<file path="src/rtl/brownout_pkg.sv">
// Shared definitions for the brownout digital control stage:
// FSM state encoding, counter widths and the trip-code one-hot decode.
package brownout_pkg;

    typedef enum logic [2:0] {
        IDLE,
        MONITOR,
        DEBOUNCE,
        TRIPPED,
        HOLD
    } brout_state_t;

    localparam int DEB_W  = 4;
    localparam int HOLD_W = 8;

    function automatic logic [7:0] onehot8(input logic [2:0] code);
        logic [7:0] v;
        v = 8'h01 << code;
        return v;
    endfunction

endpackage

</file>
<file path="src/rtl/brout_sync2.sv">
// Two-flop synchroniser for a single asynchronous level into the osc_ck domain.
module brout_sync2 (
    input  logic clk,
    input  logic rst,
    input  logic d,
    output logic q
);

    logic r_meta;
    logic r_sync;

    always_ff @(posedge clk or posedge rst) begin
        if (rst) begin
            r_meta <= 1'b0;
            r_sync <= 1'b0;
        end else begin
            r_meta <= d;
            r_sync <= r_meta;
        end
    end

    assign q = r_sync;

endmodule

</file>
<file path="src/rtl/brownout_dig.sv">
// Brownout digital control: trip-code decode, oscillator enable, comparator
// sync/debounce and minimum-hold output. Optional event counter: BROWNOUT_EVCNT_EN.
module brownout_dig
    import brownout_pkg::*;
#(
    parameter int DEB_CYC    = 4,
    parameter int HOLD_CYC   = 64,
    parameter int HOLD_SHORT = 2
) (
    input  logic       osc_ck,
    input  logic       rst,
    input  logic       ena,
    input  logic [2:0] otrip,
    input  logic [2:0] vtrip,
    input  logic       brout_filt,
    input  logic       force_ena_rc_osc,
    input  logic       force_dis_rc_osc,
    input  logic       force_short_oneshot,
    output logic [7:0] otrip_decoded,
    output logic [7:0] vtrip_decoded,
    output logic       osc_ena,
    output logic       out_unbuf,
`ifdef BROWNOUT_EVCNT_EN
    output logic [7:0] brout_evcnt,
`endif
    output logic       timed_out
);

    localparam logic [DEB_W-1:0]  LP_DEB_LAST   = DEB_W'(DEB_CYC - 1);
    localparam logic [HOLD_W-1:0] LP_HOLD_LONG  = HOLD_W'(HOLD_CYC - 1);
    localparam logic [HOLD_W-1:0] LP_HOLD_SHORT = HOLD_W'(HOLD_SHORT - 1);

    brout_state_t        r_state;
    logic [DEB_W-1:0]    r_deb_cnt;
    logic [HOLD_W-1:0]   r_hold_cnt;
    logic                r_out;
    logic                r_timed_out;
    logic [7:0]          r_otrip_dec;
    logic [7:0]          r_vtrip_dec;
    logic                w_bsync;
    logic [HOLD_W-1:0]   w_hold_last;

    brout_sync2 u_sync (
        .clk (osc_ck),
        .rst (rst),
        .d   (brout_filt),
        .q   (w_bsync)
    );

    assign osc_ena     = (ena | force_ena_rc_osc) & ~force_dis_rc_osc;
    assign w_hold_last = force_short_oneshot ? LP_HOLD_SHORT : LP_HOLD_LONG;

    always_ff @(posedge osc_ck or posedge rst) begin
        if (rst) begin
            r_otrip_dec <= 8'h01;
            r_vtrip_dec <= 8'h01;
        end else begin
            r_otrip_dec <= onehot8(otrip);
            r_vtrip_dec <= onehot8(vtrip);
        end
    end

    always_ff @(posedge osc_ck or posedge rst) begin
        if (rst) begin
            r_state     <= IDLE;
            r_deb_cnt   <= '0;
            r_hold_cnt  <= '0;
            r_out       <= 1'b0;
            r_timed_out <= 1'b0;
        end else begin
            r_timed_out <= 1'b0;
            if (!ena) begin
                r_state    <= IDLE;
                r_deb_cnt  <= '0;
                r_hold_cnt <= '0;
                r_out      <= 1'b0;
            end else begin
                case (r_state)
                    IDLE: begin
                        r_out   <= 1'b0;
                        r_state <= MONITOR;
                    end
                    MONITOR: begin
                        r_out      <= 1'b0;
                        r_deb_cnt  <= '0;
                        r_hold_cnt <= '0;
                        if (w_bsync) begin
                            if (DEB_CYC == 1) begin
                                r_state <= TRIPPED;
                                r_out   <= 1'b1;
                            end else begin
                                r_state   <= DEBOUNCE;
                                r_deb_cnt <= DEB_W'(1);
                            end
                        end
                    end
                    DEBOUNCE: begin
                        if (!w_bsync) begin
                            r_state   <= MONITOR;
                            r_deb_cnt <= '0;
                        end else if (r_deb_cnt == LP_DEB_LAST) begin
                            r_state   <= TRIPPED;
                            r_out     <= 1'b1;
                            r_deb_cnt <= '0;
                        end else begin
                            r_deb_cnt <= r_deb_cnt + 1'b1;
                        end
                    end
                    TRIPPED: begin
                        r_out      <= 1'b1;
                        r_hold_cnt <= '0;
                        if (!w_bsync) begin
                            r_state <= HOLD;
                        end
                    end
                    HOLD: begin
                        // >= lets a mid-hold switch to the short limit exit at once
                        if (w_bsync) begin
                            r_state    <= TRIPPED;
                            r_hold_cnt <= '0;
                        end else if (r_hold_cnt >= w_hold_last) begin
                            r_state     <= MONITOR;
                            r_out       <= 1'b0;
                            r_timed_out <= 1'b1;
                            r_hold_cnt  <= '0;
                        end else begin
                            r_hold_cnt <= r_hold_cnt + 1'b1;
                        end
                    end
                    default: begin
                        r_state <= IDLE;
                        r_out   <= 1'b0;
                    end
                endcase
            end
        end
    end

`ifdef BROWNOUT_EVCNT_EN
    logic [7:0] r_evcnt;
    logic       w_trip_evt;

    assign w_trip_evt = ena & w_bsync &
                        (((r_state == DEBOUNCE) && (r_deb_cnt == LP_DEB_LAST)) ||
                         ((r_state == MONITOR) && (DEB_CYC == 1)));

    always_ff @(posedge osc_ck or posedge rst) begin
        if (rst) begin
            r_evcnt <= '0;
        end else if (w_trip_evt && (r_evcnt != '1)) begin
            r_evcnt <= r_evcnt + 1'b1;
        end
    end

    assign brout_evcnt = r_evcnt;
`endif

    assign otrip_decoded = r_otrip_dec;
    assign vtrip_decoded = r_vtrip_dec;
    assign out_unbuf     = r_out;
    assign timed_out     = r_timed_out;

endmodule

</file>
<file path="config.mk">
export PLATFORM = sky130hd
export DESIGN_NAME = brownout_dig
export DESIGN_NICKNAME = d
export VERILOG_FILES = /design/src/rtl/brownout_pkg.sv /design/src/rtl/brout_sync2.sv /design/src/rtl/brownout_dig.sv
export SDC_FILE = /design/constraint.sdc
export NUM_CORES = 1
export LEC_CHECK = 0
export CORE_MARGIN = 2
export CORE_UTILIZATION = 46
export CTS_CLUSTER_DIAMETER = 50
export DETAILED_ROUTE_END_ITERATION = 16
export PLACE_DENSITY = 0.83
export SYNTH_ARGS = -nofsm -noshare
export SYNTH_HDL_FRONTEND = slang
export SYNTH_SLANG_ARGS = --single-unit
</file>
<file path="constraint.sdc">
create_clock -name osc_ck -period 2.1 [get_ports osc_ck]
set_clock_uncertainty 0.2 [all_clocks]
set_input_delay 0.42 -clock osc_ck [delete_from_list [all_inputs] [get_ports osc_ck]]
set_output_delay 0.42 -clock osc_ck [all_outputs]
set_load 0.05 [all_outputs]
</file>
Word level (Yosys, flattened, before mapping)
Cells that the tools add are included.

Flip-flop bits (word level): 35. Latch bits: 0. Bits in writable memories: 0. ROM bits: 0. Input port bits: 13. Output and inout port bits: 19. Word-level logic and storage cells: 64. Memories kept: 0.

Add/sub/neg operators: 2. Multiply operators: 0. Div/mod/pow operators: 0. Order comparisons: 1. Equal/unequal tests: 15. Shifts and indexed selects: 2. Mux-type cells: 28. Bitwise logic cells: 3. Reduce and logical (&&, ||, !) cells: 4.

Operators with widths (number): 8-bit two-way mux (3); 3-bit two-way mux (7); 8-bit one-hot mux with 2 select lines (1); 1-bit by 3-bit left shift with 8-bit output (first input constant) (2); 3-bit one-hot mux with 5 select lines (1); 4-bit two-way mux (3); 3-bit inequality test (second input constant) (4); 1-bit two-way mux (10); 3-bit by 2-bit inequality test with 1-bit output (second input constant) (3); 8-bit by 1-bit adder with 8-bit output (second input constant) (1); 8-bit by 6-bit greater-or-equal comparator with 1-bit output (1); 4-bit one-hot mux with 2 select lines (1); 4-bit AND reduction (2); 3-bit by 2-bit equality test with 1-bit output (second input constant) (2); 6-bit two-way mux (1); 4-bit by 1-bit adder with 4-bit output (second input constant) (1); 4-bit by 2-bit equality test with 1-bit output (second input constant) (1); 4-bit by 3-bit inequality test with 1-bit output (second input constant) (1); 4-bit inequality test (second input constant) (1); 3-bit by 1-bit equality test with 1-bit output (second input constant) (1); 3-bit equality test (second input constant) (1); 3-bit logical NOT (1); 3-bit by 1-bit inequality test with 1-bit output (second input constant) (1); 1-bit one-hot mux with 3 select lines (1); 4 further kinds (4).

Longest topological paths before layout
Gate-level depths: netlist of run 1.

Depth in word-level cells: 6. Depth in mapped cells: 5. Depth with buffers taken out: 5.

Hierarchy
Synthesis of run 1 repeated with hierarchy kept, for this count alone.

Cells, all modules: 155. Area, all modules: 1674.1 um^2.

Modules (own cells, without submodules): brownout_dig (times used 1, cells an instance 152, area each 1620.3 um^2, seq. area each 828.3 um^2); brout_sync2 (times used 1, cells an instance 3, area each 53.8 um^2, seq. area each 50.0 um^2).

Least setup slack after synthesis of run 1
Ideal clock, no wire load.

Kind: input to output. From: in ena. To: out osc_ena. Arrival time: 1.417 ns. Required time: 1.480 ns. Slack: 0.063 ns. Stages: 3. Buffers on the path: 1. Cell sequence: clkbuf_1 > nor2_1 > nor2_1.

Longest elaborated chain between the ends: 2.

Ends and longest elaborated chain: start: declaration (line brownout_dig.sv:12) `input logic ena,`; 1-bit OR (line brownout_dig.sv:50) `assign osc_ena = (ena | force_ena_rc_osc) & ~force_dis_rc_osc;`; 1-bit bitwise AND (line brownout_dig.sv:50); end: declaration (line brownout_dig.sv:21) `output logic osc_ena,`.

No other way between the ends.

Worst setup path after layout of run 1
From: in force_short_oneshot. To: reg r_out, in the netlist out_unbuf.

Longest elaborated chain between the ends: 4.

Ends and longest elaborated chain: start: declaration (line brownout_dig.sv:18) `input logic force_short_oneshot,`; 6-bit two-way mux (line brownout_dig.sv:51) `assign w_hold_last = force_short_oneshot ? LP_HOLD_SHORT : LP_HOLD_LONG;`; 8-bit by 6-bit greater-or-equal comparator with 1-bit output (line brownout_dig.sv:121) `end else if (r_hold_cnt >= w_hold_last) begin`; 3-bit inequality test (no line); 4-bit AND reduction (no line); end signal: assignment (line brownout_dig.sv:68) `r_out <= 1'b0;`; end signal: assignment (line brownout_dig.sv:123) `r_out <= 1'b0;`; end signal: assignment (line brownout_dig.sv:132) `r_out <= 1'b0;`; end: declaration (line brownout_dig.sv:36) `logic r_out;`.

No other way between the ends. A chain may end at the register's enable or synchronous reset.

==> results of run 1 <==
final cells by class:
class                           count  area [um2]  area share
Inverter                            4        15.0     0.00685
Timing Repair Buffer               38         337       0.154
Clock inverter                      2        35.0      0.0160
Sequential cell                    35         881       0.402
Tap cell                           46        57.6      0.0263
Multi-Input combinational cell    104         815       0.372
Clock buffer                        6        51.3      0.0234
report_power, final:
group | switching, W | internal [W]
sequential | 0.0000157 | 0.000694
combinational | 0.000117 | 0.0000776
clock | 0.000224 | 0.000281
worst max-delay path: cells and delay by family:
family	cells	cell delay, ns
and+or+nand+nor	2	0.29
adders and majority gates	1	0.32
buffers and inverters	2	0.44
AOI/OAI and AO/OA	2	0.63
synth_stat cells (all sizes together):
library cell,instances
dfrtp,33
nor2,13
nand2,10
nor3b,10
ha,7
a21oi,6
a22o,6
o21ai,6
and3,5
nand3,5
inv,4
nor2b,4
buf,3
nand2b,3
nor3,3
o41ai,3
a41oi,2
and3b,2
dfstp,2
xnor2,2
a2111oi,1
a211o,1
a211oi,1
a21boi,1
a21o,1
a22oi,1
a32o,1
clkbuf,1
nand3b,1
nand4,1
o2111ai,1
o21a,1
o21bai,1
o31a,1
o31ai,1
o32ai,1
or2,1
or3b,1
sequential cells by signal, indices dropped and copies added (netlist names):
name and flops:
otrip_decoded 8, out_unbuf 1, r_deb_cnt 4, r_hold_cnt 8, r_state 3, timed_out 1, u_sync.q 1, u_sync.r_meta 1
vtrip_decoded 8
stage by stage:
stage                     total power (W)  instances  hold WS, ns  area (um2)  setup TNS (ns)
after floorplan                  0.000838        147        0.131        1660               0
after global placement           0.000909        225        0.135        2020           -3.91
after detailed placement         0.000917        225        0.138        2020           -5.02
after CTS                         0.00143        233        0.122        2160               0
after global routing              0.00148        235        0.138        2190         -0.0204
final                             0.00141        235        0.124        2190               0
final timing paths:
check                              endpoint  slack, ns  cells after the start
hold / removal             vtrip_decoded[4]       0.12                      2
max in group asynchronous     r_hold_cnt[5]       1.01                      3
min in group osc_ck                u_sync.q       0.15                      0
hold reg to reg                    u_sync.q       0.15                      0
setup / recovery                  out_unbuf       0.02                      7
setup reg to reg                 r_state[2]       0.07                      5
repair_timing:
action / in CTS / in global routing
gates resized for setup: 19 / 5
setup buffers: 0 / 2
pin swaps: 1 / 5
endpoints found under the setup margin: 18 / 6
routing by layer:
layer | global-route usage | up-vias | routed length, um | part of all wire
li1 | - | 621 | - | -
met1 | 0.194 | 628 | 1330 | 0.38
met2 | 0.333 | 81 | 1740 | 0.49
met3 | 0.0775 | 14 | 334 | 0.095
met4 | 0.106 | 0 | 126 | 0.036
met5 | 0 | - | 0 | 0
logic make-up (layout without fill, tap and decap cells):
kind of cell             Yosys count  after routing
AND/OR/NAND/NOR                   59             59
buffers and inverters              8             50
XOR/XNOR                           2              2
adder cells (fa/ha/maj)            7              7
AO/OA/AOI/OAI                     36             36
flip-flops                        35             35
==> impl_metrics.json, run 1 <==
{
  "run_status": "complete, no violations",
  "drc_errors": 0,
  "final_common_cell": "sky130_fd_sc_hd__dfrtp_1",
  "grt.total_usage": 0.192,
  "timing.final.crit_share": 0.989,
  "clock_tree_root_driver_cell": "sky130_fd_sc_hd__clkbuf_4",
  "core_um2": 3420,
  "worst-endpoint-arrival_ns": 2.10,
  "die_y_um": 64.1,
  "clkTransAtPathRegs_ns": 0.10,
  "synth_xor_area_frac": 0.0105,
  "port_buffers": 31,
  "starting_density_of_the_core": 0.487,
  "slew_headroom": 0.666,
  "global_route.overflow_total": 0,
  "max_cap_violations": 0,
  "post_synth_num_cell_types": 44,
  "avgRoutedWirePerCell_um": 15.0,
  "boundaryPins": 32,
  "syn_avg_cell_area_um2": 11.3,
  "number_of_nets_still_failing_antenna_checks_after_routing": 0,
  "routed_wirelength_mm": 3.53,
  "synth_top_area_share": 0.496,
  "core.rowCount": 21,
  "share_of_cell_area_taken_by_muxes_after_synthesis": 0,
  "cts_tree": "yes",
  "cpPeakStageDelay_ns": 0.34,
  "crit_path_top_delay_cell": "sky130_fd_sc_hd__o21ai_4",
  "first_global_vias": 1353,
  "setup_ws_ns": 0.0236,
  "vdd_drop_max_mv": 0.459,
  "fp.dieW_um": 64.1,
  "hold_buffers": 0,
  "powerDensity_nw_per_um2": 644,
  "post_synth_fa_ha_maj_area_fraction": 0.0526,
  "clock_tree.buffer_depth": 2,
  "grt_antenna_before_repair": 0,
  "htree_levels": 2,
  "worst_setup_path_start_kind": "input port",
  "seq_area_frac_synth": 0.528,
  "critPathRequiredTime_ns": 2.12,
  "r2r_start": "r_hold_cnt[5]",
  "dpl_worst_slack_ns": -0.507,
  "timing.critical_path.fanout_max": 8,
  "combinational_family_with_the_most_area_after_synthesis": "simple AND/OR/NAND/NOR gates",
  "synthCells": 147,
  "cts_inserted_buffers": 5,
  "post_drt_via_cell_ratio": 5.72,
  "netlist.top_cell.by_area": "sky130_fd_sc_hd__dfrtp_1",
  "worstPathCellList": "dlygate4sd2_1 > buf_4 > ha_1 > nand4_1 > o21ai_4 > nor2_1 > o31a_1",
  "setup.worst_path.class": "input port to register",
  "drt_pass1_iterations": 4,
  "wire_length_of_the_first_global_routing_pass_mm": 5.90,
  "design.die.area_um2": 4110,
  "largest_cells_by_area_after_synthesis": "sky130_fd_sc_hd__dfrtp_1, sky130_fd_sc_hd__ha_1, sky130_fd_sc_hd__nor3b_1",
  "leakage_nw": 1.05,
  "hold_violations": 0,
  "num_vias": 1344,
  "synth_simple_gate_area_share": 0.211,
  "drt_first_iter_violations": 49,
  "syn2layout_area_growth_pct": 31.7,
  "synthesis.area_um2": 1660,
  "worstMarginPinSlew_ns": 0.503,
  "synth_fp_nets": 167,
  "drive_above_1_share": 0.254,
  "synth_compound_gate_area_share": 0.171,
  "final_util": 0.641,
  "clk_latency_ns": 0.34,
  "critPathLaunch": "force_short_oneshot",
  "max_clock_freq_mhz": 482,
  "cp-end-kind": "register",
  "finalWorstPathRequiredPeriod_ns": 2.08,
  "dp.final_hpwl_mm": 2.51,
  "commonest_cells_after_routing_fill_and_taps_aside": "sky130_fd_sc_hd__dfrtp_1, sky130_fd_sc_hd__buf_4, sky130_fd_sc_hd__nor2_1",
  "nets": 208,
  "synth.ff_latch_count": 35,
  "clock_sinks": 35,
  "maxSlewViolCount": 0,
  "total_of_warnings_raised_by_yosys": 0,
  "antennaDiodeCount": 0,
  "setup_violations": 0,
  "worstHoldPathType": "input port to asynchronous set/reset pin",
  "grt_max_degree": 20,
  "rsz0062_at_grt": "yes",
  "gpl.final_weighted_congestion": 0.785,
  "num-fill-cells": 265
}
Note: power is estimated with default switching activity, not from simulation.
==> run 2: changes to the inputs <==
--- a/config.mk
+++ b/config.mk
@@ -5,7 +5,7 @@
 export SDC_FILE = /design/constraint.sdc
 export NUM_CORES = 1
 export LEC_CHECK = 0
-export CORE_MARGIN = 2
+export CORE_MARGIN = 3
 export CORE_UTILIZATION = 46
 export CTS_CLUSTER_DIAMETER = 50
 export DETAILED_ROUTE_END_ITERATION = 16
==> run 2 against run 1 <==
Effect of this change: clock power down 27%; highest routed layer unchanged; register-to-register slack about the same; worst setup slack better by 0.021 ns.
==> impl_metrics.json, run 2 (same netlist as run 1, synthesis figures left out) <==
{
  "first_global_vias": 1316,
  "antennaDiodeCount": 0,
  "dpl_worst_slack_ns": -0.569,
  "switching_power_w": 0.000376,
  "drt_pass1_iterations": 4,
  "gpl.final_weighted_congestion": 0.813,
  "clock_tree_root_driver_cell": "sky130_fd_sc_hd__clkbuf_4",
  "worstHoldPathType": "input port to asynchronous set/reset pin",
  "routedLengthMet1_mm": 1.41,
  "drive_above_1_share": 0.242,
  "avgRoutedWirePerCell_um": 14.8,
  "fin_hold_ws_ns": 0.121,
  "htree_levels": 2,
  "top_signal_layer_used": "met4",
  "core_um2": 3420,
  "nets": 209,
  "slew_headroom": 0.671,
  "combPwrFrac": 0.154,
  "post_drt_via_cell_ratio": 5.44,
  "cp-end-kind": "register",
  "maxSlewViolCount": 0,
  "drt_first_iter_violations": 55,
  "setup_ws_ns": 0.0442,
  "number_of_nets_still_failing_antenna_checks_after_routing": 0,
  "critPathRequiredTime_ns": 2.13,
  "worst-endpoint-arrival_ns": 2.09,
  "syn2layout_area_growth_pct": 29.2,
  "die_y_um": 66.1,
  "port_buffers": 31,
  "clock_tree.buffer_depth": 2,
  "clkTransAtPathRegs_ns": 0.12,
  "commonest_cells_after_routing_fill_and_taps_aside": "sky130_fd_sc_hd__dfrtp_1, sky130_fd_sc_hd__buf_4, sky130_fd_sc_hd__nor2_1",
  "drc_errors": 0,
  "num_vias": 1283,
  "boundaryPins": 32,
  "timing.final.crit_share": 0.979,
  "dpl_cells": 226,
  "hold_buffers": 0,
  "wire_length_of_the_first_global_routing_pass_mm": 6.04,
  "clk_latency_ns": 0.34,
  "pwr-share-seq": 0.556,
  "dp.final_hpwl_mm": 2.54,
  "clock_sinks": 35,
  "grt_antenna_before_repair": 0,
  "powerDensity_nw_per_um2": 593,
  "setup_violations": 0,
  "num-fill-cells": 266,
  "design.die.area_um2": 4380,
  "finish.cell_count_without_fillers": 236,
  "cts_tree": "yes",
  "setup.worst_path.class": "input port to register",
  "wl_met3_um": 292,
  "timing.critical_path.fanout_max": 8,
  "vdd_drop_max_mv": 0.385,
  "grt_max_degree": 20,
  "cellInternalPower_w": 0.000901,
  "worst_setup_path_start_kind": "input port",
  "p_sw_frac": 0.294,
  "report.power.total_w": 0.00128,
  "core.rowCount": 21,
  "global_route.overflow_total": 0,
  "starting_density_of_the_core": 0.487,
  "r2r.worst_path.cells": 5,
  "max_cap_violations": 0,
  "rsz0062_at_grt": "yes",
  "grt.total_usage": 0.184,
  "worstMarginPinSlew_ns": 0.496,
  "run_status": "complete, no violations",
  "leakage_nw": 1.02,
  "final_common_cell": "sky130_fd_sc_hd__dfrtp_1",
  "max_clock_freq_mhz": 486,
  "finalWorstPathRequiredPeriod_ns": 2.06,
  "routed_wirelength_mm": 3.48,
  "power.clock.fraction": 0.290,
  "met2_wire_len_mm": 1.73,
  "hold_violations": 0,
  "cts_inserted_buffers": 5,
  "fp.dieW_um": 66.1
}
==> run 2: changes by cell type in the layout (fill, tap and decap cells not counted), moves of 2 or more <==
| cell | delta |
|---|---|
| sky130_fd_sc_hd__buf_4 | +3 |
| sky130_fd_sc_hd__a21oi_1 | +2 |
| sky130_fd_sc_hd__a21oi_2 | -2 |
| sky130_fd_sc_hd__clkinvlp_4 | +2 |
| sky130_fd_sc_hd__dlygate4sd2_1 | -2 |
| sky130_fd_sc_hd__o41ai_2 | -2 |
==> run 2: cell type report <==
| type | count | area [um2] | area share |
|---|---|---|---|
| flip-flops and latches | 35 | 881 | 0.410 |
| multi-input cells | 104 | 798 | 0.371 |
| clock buffers | 5 | 37.5 | 0.0175 |
| inverters | 4 | 15.0 | 0.00698 |
| well taps | 46 | 57.6 | 0.0268 |
| repair buffers | 39 | 342 | 0.159 |
| clock inverters | 3 | 20.0 | 0.00931 |
==> run 2: worst max-delay path, cell delays in order <==
cell                            delay (ns)
sky130_fd_sc_hd__dlygate4sd2_1        0.30
sky130_fd_sc_hd__buf_4                0.16
sky130_fd_sc_hd__ha_1                 0.29
sky130_fd_sc_hd__nand4_1              0.16
sky130_fd_sc_hd__o21ai_4              0.36
sky130_fd_sc_hd__nor2_1               0.12
sky130_fd_sc_hd__o31a_1               0.30
==> run 2: per-layer routing <==
metal  global-route usage  up-vias
met5                    0        -
met4               0.0888        0
met3               0.0782        7
met2                0.300       44
met1                0.205      605
li1                     -      627
==> run 2: worst paths after layout <==
path | to | slack, ns | start
min in group osc_ck | u_sync.q | 0.16 | u_sync.r_meta
worst min register to register | u_sync.q | 0.16 | u_sync.r_meta
worst max-delay path | out_unbuf | 0.04 | force_short_oneshot
worst max register to register | r_hold_cnt[2] | 0.06 | r_hold_cnt[5]
worst min-delay path | vtrip_decoded[2] | 0.12 | rst
max in group asynchronous | r_hold_cnt[4] | 0.99 | rst
==> run 2: stage by stage <==
step | util | TNS (ns) | area [um2]
floorplan | - | 0 | 1660
global placement | 0.593 | -4.11 | 2030
detailed placement | 0.593 | -5.07 | 2030
CTS | 0.618 | 0 | 2110
global route | 0.630 | 0 | 2150
finish | 0.630 | 0 | 2150
==> run 2: what timing repair did <==
item                       CTS  global route
setup buffers                0             2
pin swaps                    0             1
gates resized for setup     11             6
setup endpoints to repair   16             7
==> run 2: power groups by stage <==
stage | logic, W | clock network, W | registers [W]
floorplan | 0.0000789 | 0 | 0.000759
CTS | 0.000196 | 0.000382 | 0.000710
finish | 0.000197 | 0.000370 | 0.000710
global placement | 0.000188 | 0 | 0.000721
global route | 0.000213 | 0.000419 | 0.000713
detailed placement | 0.000196 | 0 | 0.000723
